$ cat config.mk
export PLATFORM = sky130hd
export DESIGN_NAME = score_tracker
export DESIGN_NICKNAME = d
export VERILOG_FILES = /design/src/rtl/score_pkg.sv /design/src/rtl/combo_timer.sv /design/src/rtl/score_tracker.sv
export SDC_FILE = /design/constraint.sdc
export NUM_CORES = 1
export LEC_CHECK = 0
export CAP_MARGIN = 40
export CELL_PAD_IN_SITES_DETAIL_PLACEMENT = 0
export CELL_PAD_IN_SITES_GLOBAL_PLACEMENT = 1
export CORE_ASPECT_RATIO = 0.7
export CORE_MARGIN = 5
export CORE_UTILIZATION = 48
export CTS_BUF_LIST = sky130_fd_sc_hd__clkbuf_2
export DETAILED_ROUTE_END_ITERATION = 6
export PLACE_DENSITY_LB_ADDON = 0.1
export SLEW_MARGIN = 0
export SYNTH_ARGS = -nofsm -noshare
export SYNTH_HDL_FRONTEND = slang
export SYNTH_HIERARCHICAL = 1
export SYNTH_SLANG_ARGS = --single-unit
export TNS_END_PERCENT = 30
$ cat constraint.sdc
create_clock -name clk -period 8.95 [get_ports clk]
set_input_delay 1.79 -clock clk [delete_from_list [all_inputs] [get_ports clk]]
set_output_delay 1.79 -clock clk [all_outputs]
set_load 0.03 [all_outputs]
$ cat src/rtl/score_pkg.sv
// Shared types, widths and the saturating-add helper for the score tracker.
package score_pkg;

  localparam int SCORE_W       = 14;
  localparam int COMBO_W       = 3;
  localparam int CALC_W        = 16;
  localparam int MAX_SCORE_DEF = 9999;

  typedef enum logic [1:0] {
    IDLE = 2'd0,
    PLAY = 2'd1,
    OVER = 2'd2
  } state_t;

  // Sum is formed at CALC_W so the ceiling test happens before any truncation.
  function automatic logic [SCORE_W-1:0] sat_add(
    input logic [SCORE_W-1:0] base,
    input logic [CALC_W-1:0]  inc,
    input logic [CALC_W-1:0]  ceiling
  );
    logic [CALC_W-1:0] sum;
    sum = {{(CALC_W-SCORE_W){1'b0}}, base} + inc;
    if (sum > ceiling) begin
      return SCORE_W'(ceiling);
    end else begin
      return SCORE_W'(sum);
    end
  endfunction

  function automatic logic [COMBO_W-1:0] combo_step(
    input logic [COMBO_W-1:0] cur,
    input logic [COMBO_W-1:0] cap
  );
    if (cur >= cap) begin
      return cap;
    end else begin
      return cur + COMBO_W'(1);
    end
  endfunction

endpackage

$ cat src/rtl/combo_timer.sv
// Reloadable down-counter; alive stays high until the combo window has elapsed.
module combo_timer
  import score_pkg::*;
#(
  parameter int  COMBO_WINDOW = 50_000_000,
  localparam int TW           = $clog2(COMBO_WINDOW + 1)
) (
  input  logic          clk,
  input  logic          reset,
  input  logic          load,
  input  logic [TW-1:0] load_val,
  output logic          alive
);

  logic [TW-1:0] count_r;

  // Load has priority over the free-running decrement.
  always_ff @(posedge clk) begin
    if (reset) begin
      count_r <= {TW{1'b0}};
    end else if (load) begin
      count_r <= load_val;
    end else if (count_r != {TW{1'b0}}) begin
      count_r <= count_r - TW'(1);
    end else begin
      count_r <= count_r;
    end
  end

  assign alive = (count_r != {TW{1'b0}});

endmodule

$ cat src/rtl/score_tracker.sv
// Scorekeeper: game FSM, combo-multiplied saturating score and session high score.
module score_tracker
  import score_pkg::*;
#(
  parameter int MAX_SCORE    = MAX_SCORE_DEF,
  parameter int EGG_POINTS   = 1,
  parameter int BONUS_POINTS = 10,
  parameter int COMBO_MAX    = 4,
  parameter int COMBO_WINDOW = 50_000_000
) (
  input  logic               clk,
  input  logic               reset,
  input  logic               game_start,
  input  logic               game_over,
  input  logic               egg_caught,
  input  logic               bonus_caught,
  output logic [SCORE_W-1:0] score,
  output logic               new_score,
  output logic [SCORE_W-1:0] high_score,
  output logic               new_high,
  output logic [COMBO_W-1:0] combo,
  output logic               playing
);

  localparam int                 TW        = $clog2(COMBO_WINDOW + 1);
  localparam logic [COMBO_W-1:0] COMBO_CAP = COMBO_W'(COMBO_MAX);
  localparam logic [COMBO_W-1:0] COMBO_ONE = COMBO_W'(1);
  localparam logic [CALC_W-1:0]  CEIL      = CALC_W'(MAX_SCORE);
  localparam logic [CALC_W-1:0]  EGG_PTS   = CALC_W'(EGG_POINTS);
  localparam logic [CALC_W-1:0]  BONUS_PTS = CALC_W'(BONUS_POINTS);
  localparam logic [TW-1:0]      WINDOW    = TW'(COMBO_WINDOW);

  state_t              state_r;
  logic                catch_s;
  logic                alive_s;
  logic [COMBO_W-1:0]  combo_n_s;
  logic [CALC_W-1:0]   base_pts_s;
  logic [CALC_W-1:0]   points_s;
  logic [SCORE_W-1:0]  score_n_s;
  logic                load_s;
  logic [TW-1:0]       load_val_s;

  combo_timer #(
    .COMBO_WINDOW(COMBO_WINDOW)
  ) u_combo_timer (
    .clk     (clk),
    .reset   (reset),
    .load    (load_s),
    .load_val(load_val_s),
    .alive   (alive_s)
  );

  // Candidate score/combo for a catch this cycle; both catch kinds share one combo step.
  always_comb begin
    catch_s    = egg_caught | bonus_caught;
    combo_n_s  = COMBO_ONE;
    base_pts_s = {CALC_W{1'b0}};
    if (alive_s) begin
      combo_n_s = combo_step(combo, COMBO_CAP);
    end else begin
      combo_n_s = COMBO_ONE;
    end
    if (egg_caught) begin
      base_pts_s = base_pts_s + EGG_PTS;
    end else begin
      base_pts_s = base_pts_s;
    end
    if (bonus_caught) begin
      base_pts_s = base_pts_s + BONUS_PTS;
    end else begin
      base_pts_s = base_pts_s;
    end
    points_s  = base_pts_s * {{(CALC_W-COMBO_W){1'b0}}, combo_n_s};
    score_n_s = sat_add(score, points_s, CEIL);
  end

  // Timer reloads on an accepted catch and is cleared on game start and game over.
  always_comb begin
    load_s     = 1'b0;
    load_val_s = {TW{1'b0}};
    case (state_r)
      IDLE, OVER: begin
        if (game_start) begin
          load_s     = 1'b1;
          load_val_s = {TW{1'b0}};
        end else begin
          load_s     = 1'b0;
          load_val_s = {TW{1'b0}};
        end
      end
      PLAY: begin
        if (game_over) begin
          load_s     = 1'b1;
          load_val_s = {TW{1'b0}};
        end else if (catch_s) begin
          load_s     = 1'b1;
          load_val_s = WINDOW;
        end else begin
          load_s     = 1'b0;
          load_val_s = {TW{1'b0}};
        end
      end
      default: begin
        load_s     = 1'b1;
        load_val_s = {TW{1'b0}};
      end
    endcase
  end

  // Game FSM with all outputs registered so score and new_score always move together.
  always_ff @(posedge clk) begin
    if (reset) begin
      state_r    <= IDLE;
      score      <= {SCORE_W{1'b0}};
      new_score  <= 1'b0;
      high_score <= {SCORE_W{1'b0}};
      new_high   <= 1'b0;
      combo      <= COMBO_ONE;
      playing    <= 1'b0;
    end else begin
      new_score <= 1'b0;
      new_high  <= 1'b0;
      case (state_r)
        IDLE, OVER: begin
          if (game_start) begin
            state_r   <= PLAY;
            score     <= {SCORE_W{1'b0}};
            new_score <= 1'b1;
            combo     <= COMBO_ONE;
            playing   <= 1'b1;
          end else begin
            state_r <= state_r;
          end
        end
        PLAY: begin
          // game_over wins over a same-cycle catch, which is dropped.
          if (game_over) begin
            state_r <= OVER;
            playing <= 1'b0;
            combo   <= COMBO_ONE;
            if (score > high_score) begin
              high_score <= score;
              new_high   <= 1'b1;
            end else begin
              high_score <= high_score;
            end
          end else if (catch_s) begin
            combo     <= combo_n_s;
            score     <= score_n_s;
            new_score <= (score_n_s != score);
          end else if (!alive_s) begin
            combo <= COMBO_ONE;
          end else begin
            combo <= combo;
          end
        end
        default: begin
          state_r <= IDLE;
          playing <= 1'b0;
          combo   <= COMBO_ONE;
        end
      endcase
    end
  end

endmodule

==> run_results.csv <==
group,metric,value,unit
clock_network,cts_buffers,9,
synthesis,synth_top_area_share,29.8,%
synthesis,synthCells,518,
critical_path,reg2reg_slack,3320,ps
drt,dr.first_iter.drc_count,367,
critical_path,path_class,"flop to flop",
floorplanning,core-area,0.00844,sq mm
clock_network,cts-root-buf,"clkbuf_2",
synthesis,synth-seq-cells,62,
global_routing,grt_usage,21.2,%
sta,tightest_slew,727,ps
clock_network,cts.sinks,62,
sta,hold_ws,488,ps
pwr,p_per_area,127,mW/mm^2
synthesis,ys_warn_count,6,
critical_path,worstPathArrival,6050,ps
clock_network,ctsHoldBuffers,0,
placement,hpwl,8030,um
synthesis,synth_seq_area_share,29.8,%
global_routing,grt_use_met2,29.7,%
hold_path,min_from,"high_score[3]",
finish,syn_to_final_growth,15.8,%
critical_path,worstPathMaxFanout,6,
synthesis,yosysTopAreaCell,"dfxtp_1",
synthesis,synth_cell_types,67,
critical_path,worstSetupStartpointType,"flop",
hold_path,worstHoldPathType,"flop to flop",
synthesis,synthTopCellsByArea,"dfxtp_1 30%, ha_1 8.7%, nand2_1 6.7%, xnor2_1 4.6%, nor2_1 3.9%",
drt,drt-pass1-iter-count,5,
critical_path,reg2reg_from,"u_combo_timer/count_r[1]",
clock_network,cts_resized,0,
pwr,vdd_drop_max,0.0571,mV
drt,drt-total-wl,10800,um
synthesis,syn_area_per_cell,8.03,sq um
global_routing,grt_pass1_vias,3498,
placement,io_buffers,39,
synthesis,synth_ff_type,"dfxtp_1",
sta,fin_crit_sh,63.0,%
floorplanning,fp-row-count,28,
sta,fin_skew,18.0,ps
finish,drive_gt1_share,8.25,%
sta,slew_headroom,51.5,%
sta,drv_slew,0,
run,drv_cap,0,
floorplanning,dieArea,0.0107,sq mm
finish,design_area,0.00482,sq mm
sta,hold_viol,0,
drt,vias,3841,
drt,ant_nets,0,
critical_path,worst_setup_path_end_kind,"flop",
pwr,leakagePower,1.84,nW
drt,routedWlPerCell,15.6,um
floorplanning,start_util,49.3,%
global_routing,gr-total-overflow,0,
floorplanning,chipHeight,87.9,um
clock_network,postCtsSetupRepairBufs,0,
drt,route.detailed.drc,0,
critical_path,crit_required,9360,ps
global_routing,grt_pass1_wl,17800,um
hold_path,hold_path_end,"high_score[3]",
global_routing,antenna_found_initial,0,
global_routing,grt-busiest-layer,"met1",
synthesis,synth-edff-count,0,
synthesis,syn_area,0.00416,sq mm
global_routing,grt_max_degree,42,
critical_path,rr_worst_depth,19,
status,outcome,"complete, no violations",
global_routing,grt_use_met1,32.4,%
clock_network,cts.clk_slew.worst_paths,160,ps
floorplanning,die_w,121,um
sta,tns,0,ps
sta,max_freq,177,MHz
sta,setup_viol,0,
clock_network,insertion_delay,510,ps
synthesis,async_reset_ff_share,0,%
sta,rsz0062_at_grt,"no",
clock_network,cts_max_path_buffers,2,
clock_network,tritoncts,"yes",
finish,n_antenna_cell,0,
clock_network,htreeDepth,3,
global_routing,met3_usage,6.00,%
drt,viasPerCell,5.57,
placement,dpl_cell_area,0.00468,sq mm
floorplanning,pin_count,40,
placement,gp_congestion,0.887,
finish,fin_nets,604,
sta,min_period,5630,ps
hold_path,hold_path_depth,2,
critical_path,reg2reg_to,"new_score",
## metrics by stage
| step | setup slack (ps) | power, mW | std cells | utilization (%) |
|---|---|---|---|---|
| 5_1_grt | 3030 | 0.657 | 690 | 57.1 |
| 3_3_place_gp | 3100 | 0.445 | 672 | 55.4 |
| 3_5_place_dp | 2960 | 0.448 | 673 | 55.5 |
| 6_report | 3320 | 0.614 | 690 | 57.1 |
| 2_1_floorplan | 3760 | 0.412 | 531 | - |
| 4_1_cts | 3410 | 0.618 | 689 | 56.7 |
## area by class of cell
cell class                 count  area, sq um
inverter                      36          135
multi-input combinational    411         2730
clock inverter                 5         50.0
clock buffer                  11         55.1
sequential                    62         1240
tap                          120          150
fill                         808         3630
timing repair buffer          45          455
## sequential cells by signal (all words and copies together), names as in the netlist
signal,flops
state_r,2
playing,1
u_combo_timer/count_r,26
new_score,1
high_score,14
score,14
combo,3
new_high,1
## synthesized netlist by cell type, types with 6 or more instances
master / instances
o21ai_1: 12
or3_1: 6
nand2_1: 74
nand4_1: 7
a21oi_1: 27
ha_1: 29
inv_1: 36
xor2_1: 8
nor2_1: 43
dfxtp_1: 62
nor3_1: 24
nand3_1: 10
o21ai_0: 18
nor4_1: 10
xnor2_1: 22
mux2i_1: 16
clkbuf_1: 12
## metal layers
layer	vias to the layer above	routed length, um
met1	1777	5450
met5	-	0
met2	146	4340
met4	0	72
li1	1911	-
met3	7	918
## worst max-delay path by stage
stage | startpoint | to | slack (ps) | cells past startpoint
after CTS | u_combo_timer/count_r[0] | score[6] | 3410 | 19
after detailed placement | bonus_caught | score[6] | 2960 | 14
after global placement | bonus_caught | score[5] | 3100 | 14
after floorplan | bonus_caught | score[4] | 3760 | 14
final | u_combo_timer/count_r[1] | new_score | 3320 | 19
after global routing | u_combo_timer/count_r[0] | score[4] | 3030 | 19
## cell families after synthesis
family          count (synthesis)  synth area share (%)
compound gates                109                  18.4
xor+xnor                       30                  6.32
fa+ha+maj                      33                  10.6
buf+inv                        58                  5.69
flops                          62                  29.8
mux                            16                  3.85
other cells                     1                0.0902
simple gates                  209                  25.1
## critical path, cell delays in order (launching register included)
cell,delay (ps)
dfxtp_1,350
inv_1,90
ha_1,200
nor3b_1,530
nand4_1,140
nor4_1,510
inv_1,230
nand2_1,170
nor3_1,100
ha_1,340
fa_1,520
fa_1,490
a211oi_2,310
o21a_1,290
nor3_2,80
nor4_1,350
a2111o_1,260
and3_1,300
o21ai_1,140
o2bb2ai_1,140
## cell usage in the layout (no fill, tap or decap), types with 4 or more instances in the layout
master / Yosys / routed
nor2b_1: 4 / 4
buf_4: 4 / 5
o21ai_0: 18 / 18
ha_1: 29 / 29
inv_1: 36 / 36
fa_1: 4 / 4
conb_1: 1 / 14
o21ai_2: 4 / 4
nor3_2: 5 / 5
clkbuf_2: 1 / 11
clkdlybuf4s50_1: 0 / 39
nor2_1: 43 / 43
xor2_1: 8 / 8
or3_1: 6 / 6
a21oi_1: 27 / 27
nor3_1: 24 / 24
o21ai_1: 12 / 12
xnor2_1: 22 / 22
dfxtp_1: 62 / 62
nand2_1: 74 / 74
o21a_1: 4 / 4
mux2i_1: 16 / 16
nor4_1: 10 / 10
nand3_1: 10 / 10
nand4_1: 7 / 7
## report_power, final
part	switching [mW]	total, mW	leakage [nW]	internal [mW]
clock	0.104	0.169	0.0670	0.0646
combinational	0.0840	0.140	1.27	0.0564
sequential	0.0161	0.305	0.505	0.289
total	0.204	0.614	1.84	0.410
No activity file was read; power rests on OpenSTA's default activity.
